--- src/rtl/bist_launcher.sv ---
// bist_launcher: host-side initiator for the memory BIST start/status/done handshake.
// Build option: define BIST_STOP_ON_FAIL_EN to end a request at the first failing run.
module bist_launcher #(
   parameter int RUNS_W  = 4,
   parameter int TIMEOUT = 1024
) (
   input  logic              clk,
   input  logic              rst,
   input  logic              req,
   input  logic [RUNS_W-1:0] num_runs,
   output logic              bist_start,
   input  logic              bist_status,
   input  logic              bist_done,
   output logic              busy,
   output logic              result_valid,
   output logic              pass,
   output logic [RUNS_W-1:0] fail_count,
   output logic              timeout_err
);

   typedef enum logic [2:0] {IDLE, START, WAIT, GAP, REPORT} state_t;

   localparam logic [15:0] TIMER_LAST = 16'(TIMEOUT - 1);

   state_t            state, state_nxt;
   logic              done_q;
   logic              done_rise;
   logic [15:0]       timer, timer_nxt;
   logic [RUNS_W-1:0] runs_tgt, runs_tgt_nxt;
   logic [RUNS_W-1:0] runs_done, runs_done_nxt;
   logic [RUNS_W-1:0] runs_inc;
   logic [RUNS_W-1:0] fail_inc, fail_nxt;
   logic              busy_nxt, pass_nxt, timeout_nxt;
   logic              run_last, end_req;

   function automatic logic [RUNS_W-1:0] sat_inc(input logic [RUNS_W-1:0] cnt, input logic inc);
      if (&cnt)
         return cnt;
      return cnt + RUNS_W'(inc);
   endfunction

   assign done_rise = bist_done & ~done_q;
   assign runs_inc  = runs_done + RUNS_W'(1);
   assign run_last  = (runs_inc == runs_tgt);
   assign fail_inc  = sat_inc(fail_count, bist_status);

`ifdef BIST_STOP_ON_FAIL_EN
   assign end_req = run_last | bist_status;
`else
   assign end_req = run_last;
`endif

   assign bist_start   = (state == START);
   assign result_valid = (state == REPORT);

   always_ff @(posedge clk or negedge rst) begin
      if (!rst) begin
         state       <= IDLE;
         done_q      <= 1'b0;
         timer       <= '0;
         runs_tgt    <= '0;
         runs_done   <= '0;
         busy        <= 1'b0;
         pass        <= 1'b0;
         fail_count  <= '0;
         timeout_err <= 1'b0;
      end else begin
         state       <= state_nxt;
         done_q      <= bist_done;
         timer       <= timer_nxt;
         runs_tgt    <= runs_tgt_nxt;
         runs_done   <= runs_done_nxt;
         busy        <= busy_nxt;
         pass        <= pass_nxt;
         fail_count  <= fail_nxt;
         timeout_err <= timeout_nxt;
      end
   end

   always_comb begin
      state_nxt     = state;
      timer_nxt     = timer;
      runs_tgt_nxt  = runs_tgt;
      runs_done_nxt = runs_done;
      busy_nxt      = busy;
      pass_nxt      = pass;
      fail_nxt      = fail_count;
      timeout_nxt   = timeout_err;

      case (state)
         IDLE: begin
            if (req) begin
               runs_tgt_nxt  = (num_runs == '0) ? RUNS_W'(1) : num_runs;
               runs_done_nxt = '0;
               pass_nxt      = 1'b0;
               fail_nxt      = '0;
               timeout_nxt   = 1'b0;
               busy_nxt      = 1'b1;
               state_nxt     = START;
            end
         end
         START: begin
            timer_nxt = '0;
            state_nxt = WAIT;
         end
         WAIT: begin
            timer_nxt = timer + 16'd1;
            // A completion on the timeout cycle takes priority over the abort.
            if (done_rise) begin
               fail_nxt      = fail_inc;
               runs_done_nxt = runs_inc;
               if (end_req) begin
                  pass_nxt  = (fail_inc == '0);
                  state_nxt = REPORT;
               end else begin
                  state_nxt = GAP;
               end
            end else if (timer == TIMER_LAST) begin
               timeout_nxt = 1'b1;
               pass_nxt    = 1'b0;
               state_nxt   = REPORT;
            end
         end
         GAP: begin
            state_nxt = START;
         end
         REPORT: begin
            busy_nxt  = 1'b0;
            state_nxt = IDLE;
         end
         default: begin
            state_nxt = IDLE;
         end
      endcase
   end

endmodule

--- config.mk ---
export PLATFORM = sky130hd
export DESIGN_NAME = bist_launcher
export DESIGN_NICKNAME = d
export VERILOG_FILES = /design/src/rtl/bist_launcher.sv
export SDC_FILE = /design/constraint.sdc
export NUM_CORES = 1
export LEC_CHECK = 0
export ABC_AREA = 1
export ABC_CLOCK_PERIOD_IN_PS = 3230
export CORE_MARGIN = 1.5
export CORE_UTILIZATION = 40
export CTS_CLUSTER_SIZE = 28
export DETAILED_ROUTE_END_ITERATION = 16
export SYNTH_ARGS = -nofsm -noshare
export SYNTH_HDL_FRONTEND = slang
export SYNTH_SLANG_ARGS = --single-unit
--- constraint.sdc ---
create_clock -name clk -period 3.23 [get_ports clk]
set_input_delay 0.646 -clock clk [delete_from_list [all_inputs] [get_ports clk]]
set_output_delay 0.646 -clock clk [all_outputs]
set_load 0.1 [all_outputs]
==> reports/results.ini <==
[timing]
finalHoldViolCount=0
tightestPinTransition_ps=798
finalCriticalPeriod_ps=2100
timing.hold.ws_ps=434
setup_viol=0
rsz0062_at_grt=no
fin_skew_ps=6.03
slew_violations=0
post-route-period-util_pct=64.9
slew_headroom_pct=46.8
fin_setup_tns_ps=0
max_freq_mhz=477

[cts]
cts.sinks=35
cts_max_level=2
cts_tree=yes
hold_buffers=0
cts_max_path_buffers=2
cts_setup_buffers=0
clock-root-buffer=clkbuf_8
cts_buffers=5
clock_latency_ps=300
clkTransAtPathRegs_ps=70
ctsResizeCount=0

[setup_path]
cp-end-kind=primary output
cp-startpoint=state[0]
r2r_cells=8
critPathRequiredTime_ps=2580
crit_path_start_kind=register
arrival_ps=1450
critPathKind=reg2out
r2r_start=state[0]
r2r_slack_ps=1330
regToRegEndpoint=pass
crit_fanout=5

[pwr]
p_int_mw=0.881
seqPwrFrac_pct=37.2
power_density_mw_per_mm2=721
p_leak_nw=1.09
swShare_pct=45.3
ir_worst_vdd_uv=498
p_sw_mw=0.729
finalPower_mw=1.61
power_frac_clock_pct=22.1
comb_power_share_pct=40.7

[synthesis]
synth_area_sq_mm=0.00193
synth_cells=259
synth_edf_count=0
ys_seq_elements=35
synth_ff_type=dfrtp_1
synth_seq_area_share_pct=45.4
syn_area_per_cell_sq_um=7.45
ys_warn_count=0
async_flop_share_pct=100
synthDistinctLibCells=25
synth_nets=272

[layout]
nNetsFinal=294
syn_to_final_growth_pct=15.6
seqCellArea_sq_um=876
mostFrequentLayoutCell=nand2_1
layout_common_cells=70 x nand2_1, 40 x inv_1, 35 x dfrtp_1
diodes=0
multi_input_area_sq_um=883
fill_cells=474
drive_gt1_share_pct=10.3

[global_routing]
antenna_found_initial=0
grt-ovfl-total=0
grt_pass1_vias=1620
grt_max_degree=36
grt_pass1_wl_microns=7330
grtUsageTotal_pct=18.2

[drt]
drc=0
drt-vias-per-instance=4.97
wl_microns=4030
vias=1671
drt-wirelength-per-cell_microns=12.0
ant_nets=0
drtIter0Drc=71
drtPass1Iterations=4

[floorplan]
dieArea_sq_mm=0.00525
initial_core_util_pct=41.1
row_count=25
fp.dieW_microns=72.5
core_sq_mm=0.00469
ios=18
dieHeight_microns=72.5

[placed_design]
portBuffers=17
gp_congestion=0.839
dp.final_hpwl_microns=2910

[min_path]
hp-class=in2async

[outcome]
outcome=finished clean

[job]
cap_violations=0

-- layout make-up --
cell class,instances,area share (%)
sequential,35,39.3
inverter,43,7.24
clock buffer,8,4.49
multi-input combinational,179,39.6
tap,54,3.03
timing repair buffer,17,6.39
-- worst max path at each step --
stage	cells after the start	end	slack, ps
finish	3	bist_start	1130
CTS	3	bist_start	1120
global route	3	bist_start	1040
global placement	7	runs_done[3]	1080
detailed placement	8	pass	1050
floorplan	1	result_valid	30
-- power by group through the flow --
stage | combinational [mW] | clock (mW) | sequential (mW)
6_report | 0.656 | 0.355 | 0.598
3_5_place_dp | 0.661 | 0 | 0.605
3_3_place_gp | 0.660 | 0 | 0.603
2_1_floorplan | 0.418 | 0 | 0.688
5_1_grt | 0.740 | 0.386 | 0.609
4_1_cts | 0.662 | 0.365 | 0.598
-- sequential cells by signal, indices dropped and copies added (netlist names) --
name / cells
done_q: 1
runs_done: 4
fail_count: 4
pass: 1
runs_tgt: 4
timeout_err: 1
busy: 1
timer: 16
state: 3
-- metal layers --
metal / track usage (%) / share of wire, % / up-vias / wire length, microns
li1: - / - / 881 / -
met1: 24.4 / 51 / 765 / 2040
met2: 27.7 / 44 / 17 / 1790
met3: 4.86 / 3.2 / 8 / 127
met4: 7.76 / 1.8 / 0 / 74
met5: 0 / 0 / - / 0
-- Yosys cell counts, types with 4 or more instances --
master / n / area share [%]
o22ai_1: 8 / 2.6
inv_1: 40 / 7.8
dfrtp_1: 35 / 45
a21oi_1: 6 / 1.6
nor3_1: 5 / 1.3
ha_1: 4 / 2.6
nand4_1: 5 / 1.6
nand2_1: 70 / 14
nor2_1: 24 / 4.7
nand3_1: 25 / 6.5
o21ai_0: 13 / 3.4
-- worst max-delay path: stages, from the launching register on --
cell	delay (ps)
dfrtp_1	470
inv_1	80
nor3_2	250
buf_4	360
-- per-stage QoR --
step | utilization (%) | instances | setup slack (ps) | instance area, sq um
global placement | 45.4 | 328 | 1080 | 2130
finish | 47.5 | 336 | 1130 | 2230
floorplan | - | 259 | 33.9 | 1930
CTS | 47.5 | 336 | 1120 | 2230
detailed placement | 45.4 | 328 | 1050 | 2130
global route | 47.5 | 336 | 1040 | 2230
-- logic make-up after synthesis --
group / count (synthesis) / share of synthesized area, %
AOI/OAI and AO/OA: 32 / 9.14
DFF: 35 / 45.4
xor gates and xnor gates: 3 / 1.36
buffers and inverters: 45 / 8.88
adders and majority gates: 4 / 2.59
and+or+nand+nor: 140 / 32.7
(Power assumes the default switching activity.)
